==> src/rtl/instruction_decoder.sv <==
// Registered instruction decoder: slices the fetched 32-bit word into fields and
// derives ALU / register-file / PC control, all presented one cycle later.
module instruction_decoder (
    input  logic        CLK,
    input  logic        RESET,
    input  logic [31:0] INSTRUCTION,
    output logic [7:0]  OPCODE,
    output logic [2:0]  REGISTER_DEST,
    output logic [2:0]  REGISTER_1,
    output logic [2:0]  REGISTER_2,
    output logic [4:0]  SH_AMT,
    output logic [5:0]  FUNC,
    output logic [7:0]  IMMIDIATE,
    output logic [25:0] ADDRESS,
    output logic [2:0]  ALUOP,
    output logic        IMM_SEL,
    output logic        SUB_SEL,
    output logic        REG_WRITE_EN,
    output logic        JUMP,
    output logic        BRANCH,
    output logic        INVALID
);

    localparam logic [7:0] OP_LOADI = 8'h00;
    localparam logic [7:0] OP_MOV   = 8'h01;
    localparam logic [7:0] OP_ADD   = 8'h02;
    localparam logic [7:0] OP_SUB   = 8'h03;
    localparam logic [7:0] OP_AND   = 8'h04;
    localparam logic [7:0] OP_OR    = 8'h05;
    localparam logic [7:0] OP_J     = 8'h06;
    localparam logic [7:0] OP_BEQ   = 8'h07;

    localparam logic [2:0] ALU_PASS = 3'b000;
    localparam logic [2:0] ALU_ADD  = 3'b001;
    localparam logic [2:0] ALU_AND  = 3'b010;
    localparam logic [2:0] ALU_OR   = 3'b011;

    logic [7:0] opcode_in;
    logic [2:0] aluop_d;
    logic       imm_sel_d;
    logic       sub_sel_d;
    logic       reg_write_en_d;
    logic       jump_d;
    logic       branch_d;
    logic       invalid_d;

    assign opcode_in = INSTRUCTION[31:24];

    always_comb begin
        aluop_d        = ALU_PASS;
        imm_sel_d      = 1'b0;
        sub_sel_d      = 1'b0;
        reg_write_en_d = 1'b0;
        jump_d         = 1'b0;
        branch_d       = 1'b0;
        invalid_d      = 1'b0;
        case (opcode_in)
            OP_LOADI: begin
                imm_sel_d      = 1'b1;
                reg_write_en_d = 1'b1;
            end
            OP_MOV: reg_write_en_d = 1'b1;
            OP_ADD: begin
                aluop_d        = ALU_ADD;
                reg_write_en_d = 1'b1;
            end
            OP_SUB: begin
                aluop_d        = ALU_ADD;
                sub_sel_d      = 1'b1;
                reg_write_en_d = 1'b1;
            end
            OP_AND: begin
                aluop_d        = ALU_AND;
                reg_write_en_d = 1'b1;
            end
            OP_OR: begin
                aluop_d        = ALU_OR;
                reg_write_en_d = 1'b1;
            end
            OP_J: jump_d = 1'b1;
            // beq compares by subtracting, so it reuses the adder with negation
            OP_BEQ: begin
                aluop_d   = ALU_ADD;
                sub_sel_d = 1'b1;
                branch_d  = 1'b1;
            end
            default: invalid_d = 1'b1;
        endcase
    end

    // Reset clears write enable too, so the all-zero word is not taken as loadi
    always_ff @(posedge CLK) begin
        if (!RESET) begin
            OPCODE        <= '0;
            REGISTER_DEST <= '0;
            REGISTER_1    <= '0;
            REGISTER_2    <= '0;
            SH_AMT        <= '0;
            FUNC          <= '0;
            IMMIDIATE     <= '0;
            ADDRESS       <= '0;
            ALUOP         <= '0;
            IMM_SEL       <= 1'b0;
            SUB_SEL       <= 1'b0;
            REG_WRITE_EN  <= 1'b0;
            JUMP          <= 1'b0;
            BRANCH        <= 1'b0;
            INVALID       <= 1'b0;
        end else begin
            OPCODE        <= opcode_in;
            REGISTER_DEST <= INSTRUCTION[18:16];
            REGISTER_1    <= INSTRUCTION[10:8];
            REGISTER_2    <= INSTRUCTION[2:0];
            SH_AMT        <= INSTRUCTION[10:6];
            FUNC          <= INSTRUCTION[5:0];
            IMMIDIATE     <= INSTRUCTION[7:0];
            ADDRESS       <= INSTRUCTION[25:0];
            ALUOP         <= aluop_d;
            IMM_SEL       <= imm_sel_d;
            SUB_SEL       <= sub_sel_d;
            REG_WRITE_EN  <= reg_write_en_d;
            JUMP          <= jump_d;
            BRANCH        <= branch_d;
            INVALID       <= invalid_d;
        end
    end

endmodule

==> config.mk <==
export PLATFORM = sky130hd
export DESIGN_NAME = instruction_decoder
export DESIGN_NICKNAME = d
export VERILOG_FILES = /design/src/rtl/instruction_decoder.sv
export SDC_FILE = /design/constraint.sdc
export NUM_CORES = 1
export LEC_CHECK = 0
export CORE_MARGIN = 5
export CORE_UTILIZATION = 33
export CTS_CLUSTER_DIAMETER = 80
export CTS_CLUSTER_SIZE = 10
export DETAILED_ROUTE_END_ITERATION = 10
export HOLD_SLACK_MARGIN = 0.1
export PLACE_DENSITY = 0.77
export SETUP_SLACK_MARGIN = 0.4
export SLEW_MARGIN = 30
export SYNTH_ARGS = -nofsm -noshare
export SYNTH_HDL_FRONTEND = slang
export SYNTH_SLANG_ARGS = --single-unit
==> constraint.sdc <==
create_clock -name CLK -period 2.15 [get_ports CLK]
set_input_delay 0.645 -clock CLK [delete_from_list [all_inputs] [get_ports CLK]]
set_output_delay 0.645 -clock CLK [all_outputs]
set_load 0.01 [all_outputs]
### After elaboration in Yosys (flattened, before gate mapping)

Index checks and enable logic that the tools add are counted.

| word-level totals | value |
|---|---|
| RAM bits | 0 |
| output and inout port bits | 71 |
| word-level logic and storage cells | 34 |
| bits in latches | 0 |
| flip-flop bits (word level) | 71 |
| input bits | 34 |
| ROM bits | 0 |
| memories kept | 0 |

| operators by class | value |
|---|---|
| muxes and demuxes | 7 |
| add/subtract/negate cells | 0 |
| div/mod/pow operators | 0 |
| bitwise logic cells | 0 |
| $mul | 0 |
| shift-type cells | 0 |
| $lt $le $gt $ge | 0 |
| equal/unequal tests | 7 |
| reductions and logical operators | 5 |

Operators with widths:

| cell | number |
|---|---|
| 8-bit by 3-bit == test with 1-bit output, second input constant | 4 |
| 8-bit by 2-bit == test with 1-bit output, second input constant | 2 |
| 8-bit by 1-bit == test with 1-bit output, second input constant | 1 |
| 8-bit zero test | 1 |
| 8-bit OR reduction | 1 |
| 1-bit 2-to-1 mux | 6 |
| 2-bit one-hot mux with 3 select lines | 1 |
| 6-bit OR reduction | 1 |
| 3-bit OR reduction | 1 |
| 2-bit OR reduction | 1 |

### Depth between registers and ports, before layout

Gate-level depths: netlist (run 1).

| depth | value |
|---|---|
| depth in word-level cells | 3 |
| mapped depth | 3 |
| depth with buffers taken out | 2 |

### Worst setup path after synthesis (run 1)

No wires, ideal clock.

| path | value |
|---|---|
| path type | input to register |
| start | input port INSTRUCTION[27] |
| end | register ALUOP[1] |
| required time | 2.063 ns |
| slack | 0.541 ns |
| stages on the path | 3 |
| arrival | 1.522 ns |
| library setup time | 0.087 ns |
| path buffers | 1 |
| path through | or4_4 -> buf_6 -> nor4b_4 |

| on the way | value |
|---|---|
| cells in the longest elaborated chain, start to end | 3 |
| elaborated cells between the ends (all ways) | 7 |
| those cells by class | 5 x eq/ne; 1 x mux; 1 x reduce/logical |

Ends and longest elaborated chain:

| element | line | source |
|---|---|---|
| start, declared | 6 | `input logic [31:0] INSTRUCTION,` |
| 8-bit by 3-bit == test with 1-bit output or 8-bit by 2-bit == test with 1-bit output (tied branches) | 57 | `case (opcode_in)` |
| 3-bit OR reduction (no source line) | - |  |
| 2-bit one-hot mux with 3 select lines * | 57 |  |
| end signal, assigned | 118 | `ALUOP <= aluop_d;` |
| end, declared | 15 | `output logic [2:0] ALUOP,` |

Mark *: on every way between the ends. The rest lies on a longest branch, timed or not.
A chain may end at the register's enable or synchronous reset.

### Worst setup path after layout (run 1)

| path | value |
|---|---|
| start | input port INSTRUCTION[28] |
| end | register JUMP |

| on the way | value |
|---|---|
| cells in the longest elaborated chain, start to end | 2 |

Ends and longest elaborated chain:

| element | line | source |
|---|---|---|
| 8-bit by 3-bit == test with 1-bit output | 57 |  |
| 1-bit 2-to-1 mux | 57 |  |
| end signal, assigned | 122 | `JUMP <= jump_d;` |
| end, declared | 19 | `output logic JUMP,` |

No other way between the ends.

==> impl_table.tex, run 1 <==
\begin{tabular}{lr}
\hline
Metric & Value \\
\hline
\multicolumn{2}{l}{\textbf{Run status}} \\
\quad Status & finished, final reports clean \\
\multicolumn{2}{l}{\textbf{Timing}} \\
\quad Maximum achievable frequency & approximately 590 MHz \\
\quad Final setup violation count & 0 \\
\quad Final total negative setup slack & 0 ns \\
\quad Crit share post-route & 79.2\% \\
\quad Tmin final & 1.70 ns \\
\quad Worst hold slack & 0.934 ns \\
\quad Final Max Slew Viols & 0 \\
\quad Final hold violations & 0 \\
\quad Setup repair after global routing missed its margin & no \\
\multicolumn{2}{l}{\textbf{Floorplanning}} \\
\quad Die X & $\sim$75 um \\
\quad Area enclosed by the die boundary & 5580 um2 \\
\quad Core Area & 4030 um2 \\
\quad Die Height & 74.7 um \\
\quad Count of standard-cell rows & 23 \\
\quad Number of placed I/O pins & roughly 110 \\
\quad Initial Utilization & about a third \\
\multicolumn{2}{l}{\textbf{Global routing}} \\
\quad First-pass GRT wire length & 4.75 mm \\
\quad Total overflow reported by the global router & 0 \\
\quad Global-route met3 utilization & 5.87\% \\
\quad Number of antenna violations at the first check in global routing & 0 \\
\quad M2 GR Usage & about a fifth \\
\quad Global router's overall resource usage & approximately 12\% \\
\quad Most heavily used metal layer in global routing & met2 \\
\quad Met1 usage & between 10 and 15\% \\
\quad Via count of the first global-routing pass & 994 \\
\quad Largest net degree at the start of global routing & 18 \\
\multicolumn{2}{l}{\textbf{Detailed routing}} \\
\quad Post-route DRC & 0 \\
\quad Total Wirelength & 3.11 mm \\
\quad Vias per Instance & 4.10 \\
\quad Via count & about 1.0k \\
\quad Post-route antenna net violation count & 0 \\
\quad Drt wl/cell & between 10 and 15 um \\
\quad DRT Pass-1 Iters & 3 \\
\quad Number of design-rule violations left by the first detailed-router iteration & 29 \\
\multicolumn{2}{l}{\textbf{Worst setup path}} \\
\quad Setup crit start kind & primary input \\
\quad Max Fanout on Critical Path & 8 \\
\quad Worst Setup SP & INSTRUCTION[28] \\
\quad Critical path capture point type & flop \\
\quad Type of the worst setup path & in -> reg \\
\quad Required time worst endpoint & 2.35 ns \\
\quad Worst endpoint data arrival time & 1.90 ns \\
\multicolumn{2}{l}{\textbf{Final layout}} \\
\quad Filler instances & 380 \\
\quad Number of inserted diodes & 0 \\
\quad Final cell count without fillers & around 250 \\
\quad P\&R area growth vs syn & 63.5\% \\
\quad Final Instance Area & $\sim$2300 um2 \\
\quad Count of nets after finishing & 234 \\
\quad Fraction of layout cells with a size suffix above 1 & 6.97\% \\
\multicolumn{2}{l}{\textbf{CTS}} \\
\quad Clk pin slew, worst setup/hold paths & around 0.070 ns \\
\quad Buffer depth of the longest clock path & 2 \\
\quad CTS tree & built \\
\quad CTS root buffer & clkbuf\_8 \\
\quad CTS Sinks & 40 \\
\quad Clock H-tree levels & 2 \\
\quad Total clock buffers created by CTS & 5 \\
\quad Post-CTS repair timing setup buffer count & 0 \\
\multicolumn{2}{l}{\textbf{Synthesis}} \\
\quad Synth area leader & dfxtp\_1 \\
\quad Synth Cell Area & 1380 um2 \\
\quad Yosys warns & 0 \\
\quad Post-synthesis sequential area ratio & between 50 and 60\% \\
\quad Distinct cell type count after synthesis & 17 \\
\quad Synth async-reset ratio & 0\% \\
\quad Area contributors post-synth & dfxtp\_1, buf\_4, and2\_1 \\
\quad Area share of the largest cell type after synthesis & about 58\% \\
\quad Top\_reg\_cell synth & dfxtp\_1 \\
\quad Top cells by instance count after synthesis & dfxtp\_1, and2\_1, buf\_4 \\
\quad Mean Syn Cell Area & 11.2 um2 \\
\quad Count of flip-flops with a built-in enable after synthesis & 0 \\
\quad Number of standard cells after synthesis & about 120 \\
\quad Most common cell in the synthesized netlist & dfxtp\_1 \\
\quad Total nets after synthesis & roughly 160 \\
\quad Post-synthesis register bit count & 40 \\
\multicolumn{2}{l}{\textbf{Placed design}} \\
\quad Post-detailed-placement cell area & roughly 2200 um2 \\
\quad Port-buffer cells & 103 \\
\quad Global placer's final weighted congestion & roughly 0.74 \\
\quad Post-detail-place hpwl & roughly 2.6 mm \\
\quad Inst Count DP & approximately 240 \\
\multicolumn{2}{l}{\textbf{Hold path}} \\
\quad Hold Path Origin & INSTRUCTION[18] \\
\quad Kind of path behind the tightest hold check & in -> reg \\
\multicolumn{2}{l}{\textbf{Power}} \\
\quad Static Leak & roughly 1.1 nW \\
\quad Power per cell area & between 700 and 800 nW/um2 \\
\quad Worst VDD drop & between 0.0004 and 0.0005 V \\
\multicolumn{2}{l}{\textbf{Flow run}} \\
\quad Max\_cap viols & 0 \\
\hline
\end{tabular}
[cell type report]
cell class,count,area (um2),share of cell area [%]
well taps,50,62.6,2.77
flip-flops and latches,40,801,35.4
repair buffers,105,958,42.4
multi-input cells,48,332,14.7
clock inverters,2,35.0,1.55
clock buffers,6,72.6,3.21
[cells in the final DEF, fill, tap and decap left out, drive strengths merged]
master | synthesis | final
and2 | 32 | 32
nand2b | 1 | 1
clkbuf | 3 | 6
dfxtp | 40 | 40
conb | 1 | 1
buf | 32 | 2
or4 | 1 | 1
mux2i | 1 | 1
o21a | 1 | 1
nor4b | 1 | 1
nor3b | 1 | 1
nor4 | 1 | 1
nand3 | 1 | 1
clkinv | 0 | 1
clkdlybuf4s50 | 0 | 33
nand2 | 2 | 2
or3 | 1 | 1
nor3 | 4 | 4
bufinv | 0 | 1
dlygate4sd2 | 0 | 70
[per-stage QoR]
stage          utilization (%)  total power, mW  setup WS [ns]
2_1_floorplan                -            0.916          0.541
3_3_place_gp              55.5             1.07          0.134
3_5_place_dp              55.5             1.07          0.115
4_1_cts                   56.0             1.62          0.422
5_1_grt                   56.1             1.68          0.413
6_report                  56.1             1.59          0.448
[report_power, final]
| part | total, mW | switching [mW] | internal [mW] | leakage (nW) |
|---|---|---|---|---|
| Sequential | 0.786 | 0.0116 | 0.774 | 0.332 |
| Combinational | 0.219 | 0.0880 | 0.131 | 0.739 |
| Clock | 0.586 | 0.241 | 0.344 | 0.0552 |
| Total | 1.59 | 0.341 | 1.25 | 1.13 |
[path summary, 6_finish.rpt]
path	cells after the start	end	slack, ns
worst min-delay path	2	ADDRESS[18]	0.93
worst max-delay path	3	JUMP	0.45
[per-layer routing]
layer / wire [um] / part of all wire [%] / up-vias
met3: 471 / 15 / 6
met5: 0 / 0 / -
met4: 44 / 1.4 / 0
met1: 1070 / 34 / 453
li1: - / - / 503
met2: 1530 / 49 / 68
[sequential cells by signal, indices dropped and copies added (netlist names), 2 cells and up]
| register | cells |
|---|---|
| OPCODE | 8 |
| ADDRESS | 12 |
| FUNC | 3 |
| REGISTER_1 | 2 |
| REGISTER_2 | 2 |
| REGISTER_DEST | 2 |
| ALUOP | 2 |
| SH_AMT | 2 |
[critical path, stage by stage]
cell	delay, ns
clkdlybuf4s50_1	0.41
or4_4	0.63
nor4_2	0.22
[cells by family after synthesis]
group,synth area share (%)
buffers and inverters,18.5
muxes,0.724
and+or+nand+nor,22.1
other,0.271
DFF,57.9
AOI/OAI and AO/OA,0.543
[repair_timing]
action,CTS,global route
setup endpoints to repair,70,2
gates resized for setup,70,1
pin swaps,0,2
hold buffers,0,0
Power figures use the tool's default switching activity.
==> inputs of run 2 (changes only) <==
--- a/config.mk
+++ b/config.mk
@@ -6,12 +6,12 @@
 export NUM_CORES = 1
 export LEC_CHECK = 0
 export CORE_MARGIN = 5
-export CORE_UTILIZATION = 33
+export CORE_UTILIZATION = 30
 export CTS_CLUSTER_DIAMETER = 80
 export CTS_CLUSTER_SIZE = 10
 export DETAILED_ROUTE_END_ITERATION = 10
 export HOLD_SLACK_MARGIN = 0.1
-export PLACE_DENSITY = 0.77
+export PLACE_DENSITY = 0.74
 export SETUP_SLACK_MARGIN = 0.4
 export SLEW_MARGIN = 30
 export SYNTH_ARGS = -nofsm -noshare
==> constraint.sdc (replaced) <==
create_clock -name CLK -period 1.5 [get_ports CLK]
set_input_delay 0.45 -clock CLK [delete_from_list [all_inputs] [get_ports CLK]]
set_output_delay 0.45 -clock CLK [all_outputs]
set_load 0.01 [all_outputs]
==> run 2 against run 1 <==
Die area increased by 8.6%. Worst setup slack got worse by 0.17 ns. Flip-flop and latch count unchanged. First-iteration DRC count down 41%. Clock power rose by 26%. Hold slack worse by 0.57 ns. Critical path depth fell by 2. Routed wire length increased by 11%. Power up 41%. Critical endpoint is now ADDRESS[1]. Core utilization shrank 2.5 points. Sequential power rose by 45%. Cell area rose by 4.6%.
==> impl_table.tex, run 2 (same netlist as run 1, synthesis figures left out) <==
\begin{tabular}{lr}
\hline
Metric & Value \\
\hline
\multicolumn{2}{l}{\textbf{Run status}} \\
\quad Status & finished, final reports clean \\
\multicolumn{2}{l}{\textbf{Final layout}} \\
\quad Largest Register & ADDRESS \\
\quad Number of flip-flops in the largest register & 12 \\
\quad Number of inserted diodes & 0 \\
\quad Storage cell area & between 800 and 900 um2 \\
\quad P\&R area growth vs syn & 71.0\% \\
\quad Count of nets after finishing & 240 \\
\quad Filler instances & slightly above 400 \\
\quad Commonest non-fill, non-tap cells in the layout & buf\_6, and2\_1, buf\_2 \\
\quad Most common cell after layout, fill and taps aside & buf\_6 \\
\quad Area used by multi-input combinational logic & roughly 360 um2 \\
\quad Fraction of layout cells with a size suffix above 1 & about three fifths \\
\quad Largest registers in the final layout & ADDRESS x12, OPCODE x8, FUNC x3 \\
\multicolumn{2}{l}{\textbf{Worst setup path}} \\
\quad Maximum single-stage delay on the critical path & between 0.3 and 0.4 ns \\
\quad CP cell instances & buf\_6 \\
\quad Crit path buffers/inverters & 1 \\
\quad Critical path capture point type & output port \\
\quad Required time worst endpoint & about 1.1 ns \\
\quad Cell family contributing the most delay on the critical path & flip-flops \\
\quad Type of the worst setup path & reg -> out \\
\quad Max Fanout on Critical Path & 4 \\
\quad Worst endpoint data arrival time & roughly 0.77 ns \\
\quad CP max-delay cell & dfxtp\_4 \\
\quad Setup crit start kind & flop \\
\multicolumn{2}{l}{\textbf{Placed design}} \\
\quad Port-buffer cells & about 100 \\
\quad Worst setup timing slack at the placement stage & -0.340 ns \\
\quad Post-detail-place hpwl & 2.65 mm \\
\quad Global placer's final weighted congestion & around 0.74 \\
\multicolumn{2}{l}{\textbf{CTS}} \\
\quad CTS Sinks & 40 \\
\quad Clock H-tree levels & 2 \\
\quad Total clock buffers created by CTS & 5 \\
\quad CTS tree & built \\
\quad CTS root buffer & clkbuf\_8 \\
\quad Clk pin slew, worst setup/hold paths & 0.07 ns \\
\quad Cts-stage hold buffer count & 0 \\
\quad Buffer depth of the longest clock path & 2 \\
\multicolumn{2}{l}{\textbf{Timing}} \\
\quad Worst setup margin & 0.282 ns \\
\quad Final setup violation count & 0 \\
\quad Crit share post-route & approximately 80\% \\
\quad Setup repair after global routing missed its margin & yes \\
\quad Final Max Slew Viols & 0 \\
\quad Maximum achievable frequency & between 800 and 900 MHz \\
\quad Tmin final & around 1.2 ns \\
\quad Final hold violations & 0 \\
\multicolumn{2}{l}{\textbf{Global routing}} \\
\quad First-pass GRT wire length & around 5.2 mm \\
\quad Via count of the first global-routing pass & 1,057 \\
\quad Number of antenna violations at the first check in global routing & 0 \\
\quad Total overflow reported by the global router & 0 \\
\quad Global router's overall resource usage & between 10\% and 20\% \\
\quad Largest net degree at the start of global routing & 16 \\
\multicolumn{2}{l}{\textbf{Floorplanning}} \\
\quad Die X & just under 80 um \\
\quad Number of placed I/O pins & approximately 110 \\
\quad Count of standard-cell rows & 24 \\
\quad Core Area & $\sim$4400 um2 \\
\quad Initial Utilization & 31.3\% \\
\quad Area enclosed by the die boundary & 6070 um2 \\
\quad Die Height & just under 80 um \\
\multicolumn{2}{l}{\textbf{Hold path}} \\
\quad Kind of path behind the tightest hold check & in -> reg \\
\multicolumn{2}{l}{\textbf{Power}} \\
\quad Worst VDD drop & roughly 0.00054 V \\
\quad Power per cell area & 949 nW/um2 \\
\quad Pwr Total & 2.25 mW \\
\quad Static Leak & 1.10 nW \\
\multicolumn{2}{l}{\textbf{Detailed routing}} \\
\quad Post-route DRC & 0 \\
\quad Vias per Instance & 4.08 \\
\quad Post-route antenna net violation count & 0 \\
\quad Total Wirelength & $\sim$3.5 mm \\
\quad Via count & 1,052 \\
\quad Drt wl/cell & approximately 13 um \\
\quad DRT Pass-1 Iters & 4 \\
\quad Number of design-rule violations left by the first detailed-router iteration & 17 \\
\multicolumn{2}{l}{\textbf{Flow run}} \\
\quad Max\_cap viols & 0 \\
\hline
\end{tabular}
run 2: cell types whose count changed in the layout (fill, tap and decap cells not counted), moves of 2 or more:
| cell | change |
|---|---|
| buf_2 | +30 |
| buf_4 | +6 |
| buf_6 | +43 |
| clkbuf_8 | +2 |
| clkdlybuf4s50_1 | -9 |
| dfxtp_1 | -26 |
| dfxtp_2 | +20 |
| dfxtp_4 | +6 |
| dlygate4sd2_1 | -66 |
| nor3_1 | -3 |
| nor3_2 | +3 |
run 2: final timing paths:
| path | startpoint | to | slack [ns] | cells after the start |
|---|---|---|---|---|
| worst max-delay path | REGISTER_2[1] | ADDRESS[1] | 0.28 | 1 |
| worst min-delay path | INSTRUCTION[31] | OPCODE[7] | 0.36 | 2 |
run 2: final cells by class:
cell class | count | share of cell area, %
sequential | 40 | 35.9
timing repair buffer | 111 | 42.0
tap | 52 | 2.75
clock buffer | 7 | 4.07
multi-input combinational | 48 | 15.3
run 2: where the power goes:
group	leakage, nW	internal (mW)	total [mW]	switching, mW
combinational	0.708	0.230	0.365	0.135
sequential	0.341	1.11	1.14	0.0303
clock	0.0503	0.409	0.739	0.330
run 2: timing repair:
| item | 4_1_cts | 5_1_grt |
|---|---|---|
| gates resized for setup | 328 | 52 |
| endpoints found under the setup margin | 107 | 78 |
| setup buffers | 0 | 1 |
| pin swaps | 4 | 6 |
run 2: per-stage QoR:
stage	hold slack, ns	utilization, %	cells	setup TNS [ns]	instance area [um2]
4_1_cts	0.346	48.1	257	0	2120
5_1_grt	0.343	53.6	258	0	2360
3_5_place_dp	1.04	51.6	250	-2.22	2280
6_report	0.360	53.6	258	0	2360
2_1_floorplan	0.520	-	123	0	1380
3_3_place_gp	1.03	51.6	250	-2.05	2280
run 2: per-layer routing:
layer	GRT usage, %	wire length (um)	vias up
li1	-	-	518
met1	10.8	1220	465
met2	18.0	1810	64
met3	6.25	390	5
met4	6.01	46	0
met5	0	0	-
==> inputs of run 3 (changes only) <==
--- a/config.mk
+++ b/config.mk
@@ -6,12 +6,12 @@
 export NUM_CORES = 1
 export LEC_CHECK = 0
 export CORE_MARGIN = 5
-export CORE_UTILIZATION = 30
+export CORE_UTILIZATION = 33
 export CTS_CLUSTER_DIAMETER = 80
 export CTS_CLUSTER_SIZE = 10
 export DETAILED_ROUTE_END_ITERATION = 10
 export HOLD_SLACK_MARGIN = 0.1
-export PLACE_DENSITY = 0.74
+export PLACE_DENSITY = 0.77
 export SETUP_SLACK_MARGIN = 0.4
 export SLEW_MARGIN = 30
 export SYNTH_ARGS = -nofsm -noshare
==> constraint.sdc (replaced) <==
create_clock -name CLK -period 1.2 [get_ports CLK]
set_input_delay 0.36 -clock CLK [delete_from_list [all_inputs] [get_ports CLK]]
set_output_delay 0.36 -clock CLK [all_outputs]
set_load 0.01 [all_outputs]
==> run 3 against run 2 <==
Final cell count stayed put. Clock power up 21%. Clock-buffer cell count is 1 higher.
==> impl_table.tex, run 3 (same netlist as run 1, synthesis figures left out) <==
\begin{tabular}{lr}
\hline
Metric & Value \\
\hline
\multicolumn{2}{l}{\textbf{Final layout}} \\
\quad Final Instance Area & between 2000 and 2500 um2 \\
\quad Count of nets after finishing & $\sim$240 \\
\quad Final cell count without fillers & $\sim$260 \\
\quad Storage cell area & 868 um2 \\
\quad P\&R area growth vs syn & 79.5\% \\
\quad End-of-flow core utilization & 61.6\% \\
\quad Number of inserted diodes & 0 \\
\quad Filler instances & approximately 330 \\
\quad Number of flip-flops in the largest register & 12 \\
\quad Area used by multi-input combinational logic & 360 um2 \\
\quad Largest registers in the final layout & ADDRESS x12, OPCODE x8, FUNC x3 \\
\quad Most common cell after layout, fill and taps aside & buf\_6 \\
\quad Largest Register & ADDRESS \\
\quad Fraction of layout cells with a size suffix above 1 & approximately 63\% \\
\quad Commonest non-fill, non-tap cells in the layout & buf\_6, and2\_1, clkdlybuf4s50\_1 \\
\multicolumn{2}{l}{\textbf{Timing}} \\
\quad Worst setup margin & approximately 0.064 ns \\
\quad Final Max Slew Viols & 0 \\
\quad Final setup violation count & 0 \\
\quad Setup repair after global routing missed its margin & yes \\
\quad Final hold violations & 0 \\
\quad Tmin final & around 1.1 ns \\
\quad Crit share post-route & a little over nine tenths \\
\quad Maximum achievable frequency & 880 MHz \\
\multicolumn{2}{l}{\textbf{Worst setup path}} \\
\quad Required time worst endpoint & 1.40 ns \\
\quad Setup crit start kind & primary input \\
\quad Cell family contributing the most delay on the critical path & simple AND/OR/NAND/NOR gates \\
\quad Max Fanout on Critical Path & 8 \\
\quad Worst endpoint data arrival time & around 1.3 ns \\
\quad Maximum single-stage delay on the critical path & just over 0.6 ns \\
\quad CP max-delay cell & or4\_4 \\
\quad Critical path capture point type & flop \\
\quad CP cell instances & buf\_6 -> or4\_4 -> nor4b\_4 \\
\quad Crit path buffers/inverters & 1 \\
\quad Type of the worst setup path & in -> reg \\
\multicolumn{2}{l}{\textbf{Power}} \\
\quad Worst VDD drop & 0.000692 V \\
\quad Pwr Total & between 2 and 3 mW \\
\quad Power per cell area & around 1100 nW/um2 \\
\quad Static Leak & roughly 1.1 nW \\
\multicolumn{2}{l}{\textbf{CTS}} \\
\quad Buffer depth of the longest clock path & 2 \\
\quad CTS tree & built \\
\quad Total clock buffers created by CTS & 5 \\
\quad Clk pin slew, worst setup/hold paths & about 0.08 ns \\
\quad Cts-stage hold buffer count & 0 \\
\quad CTS Sinks & 40 \\
\quad Clock H-tree levels & 2 \\
\quad CTS root buffer & clkbuf\_8 \\
\multicolumn{2}{l}{\textbf{Floorplanning}} \\
\quad Count of standard-cell rows & 23 \\
\quad Core Area & $\sim$4000 um2 \\
\quad Die X & roughly 75 um \\
\quad Area enclosed by the die boundary & roughly 5600 um2 \\
\quad Number of placed I/O pins & between 100 and 150 \\
\quad Initial Utilization & around a third \\
\quad Die Height & 74.7 um \\
\multicolumn{2}{l}{\textbf{Detailed routing}} \\
\quad Drt wl/cell & 13.5 um \\
\quad Via count & between 1k and 1.5k \\
\quad Post-route DRC & 0 \\
\quad Number of design-rule violations left by the first detailed-router iteration & 26 \\
\quad Total Wirelength & between 3 and 4 mm \\
\quad Vias per Instance & around 4.1 \\
\quad DRT Pass-1 Iters & 3 \\
\quad Post-route antenna net violation count & 0 \\
\multicolumn{2}{l}{\textbf{Global routing}} \\
\quad Largest net degree at the start of global routing & 17 \\
\quad Number of antenna violations at the first check in global routing & 0 \\
\quad First-pass GRT wire length & 4.84 mm \\
\quad Total overflow reported by the global router & 0 \\
\quad Via count of the first global-routing pass & 987 \\
\quad Global router's overall resource usage & between 10\% and 20\% \\
\multicolumn{2}{l}{\textbf{Placed design}} \\
\quad Post-detailed-placement cell area & around 2300 um2 \\
\quad Port-buffer cells & approximately 100 \\
\quad Inst Count DP & $\sim$250 \\
\quad Global placer's final weighted congestion & 0.672 \\
\quad Worst setup timing slack at the placement stage & -0.548 ns \\
\quad Post-detail-place hpwl & about 2.7 mm \\
\multicolumn{2}{l}{\textbf{Flow run}} \\
\quad Max\_cap viols & 0 \\
\multicolumn{2}{l}{\textbf{Run status}} \\
\quad Status & finished, final reports clean \\
\multicolumn{2}{l}{\textbf{Hold path}} \\
\quad Kind of path behind the tightest hold check & in -> reg \\
\hline
\end{tabular}
run 3: cell types whose count changed in the layout (fill, tap and decap cells not counted), moves of 2 or more:
| cell | delta |
|---|---|
| dfxtp_4 | +5 |
| buf_6 | +18 |
| buf_4 | -3 |
| dfxtp_1 | -6 |
| buf_2 | -14 |
| clkbuf_1 | +2 |
run 3: layer usage:
metal	vias up	GRT usage [%]	wire [um]
li1	521	-	-
met1	484	12.3	1220
met2	58	21.2	1830
met3	2	4.27	401
met4	0	4.74	32
met5	-	0	0
run 3: final cells by class:
cell class	instances	share of cell area (%)
clock buffers	8	3.63
multi-input cells	48	14.5
well taps	50	2.52
repair buffers	112	44.4
flip-flops and latches	40	35.0
run 3: path summary, 6_finish.rpt:
kind | to | cells after the start | from | slack (ns)
max | ALUOP[1] | 3 | INSTRUCTION[28] | 0.06
min | OPCODE[4] | 2 | INSTRUCTION[28] | 0.27
run 3: per-stage QoR:
stage	setup TNS, ns	hold WS, ns
floorplan	-0.459	0.430
global placement	-8.06	0.935
detailed placement	-8.56	0.939
CTS	0	0.265
global route	0	0.262
finish	0	0.267
run 3: where the power goes:
| part | internal [mW] | switching, mW |
|---|---|---|
| Combinational | 0.315 | 0.168 |
| Clock | 0.469 | 0.425 |
| Sequential | 1.38 | 0.0439 |
run 3: what timing repair did:
action                     CTS  global route
setup buffers                0             2
setup endpoints to repair  110            78
resized for setup          349            35
pin swaps                    7             3
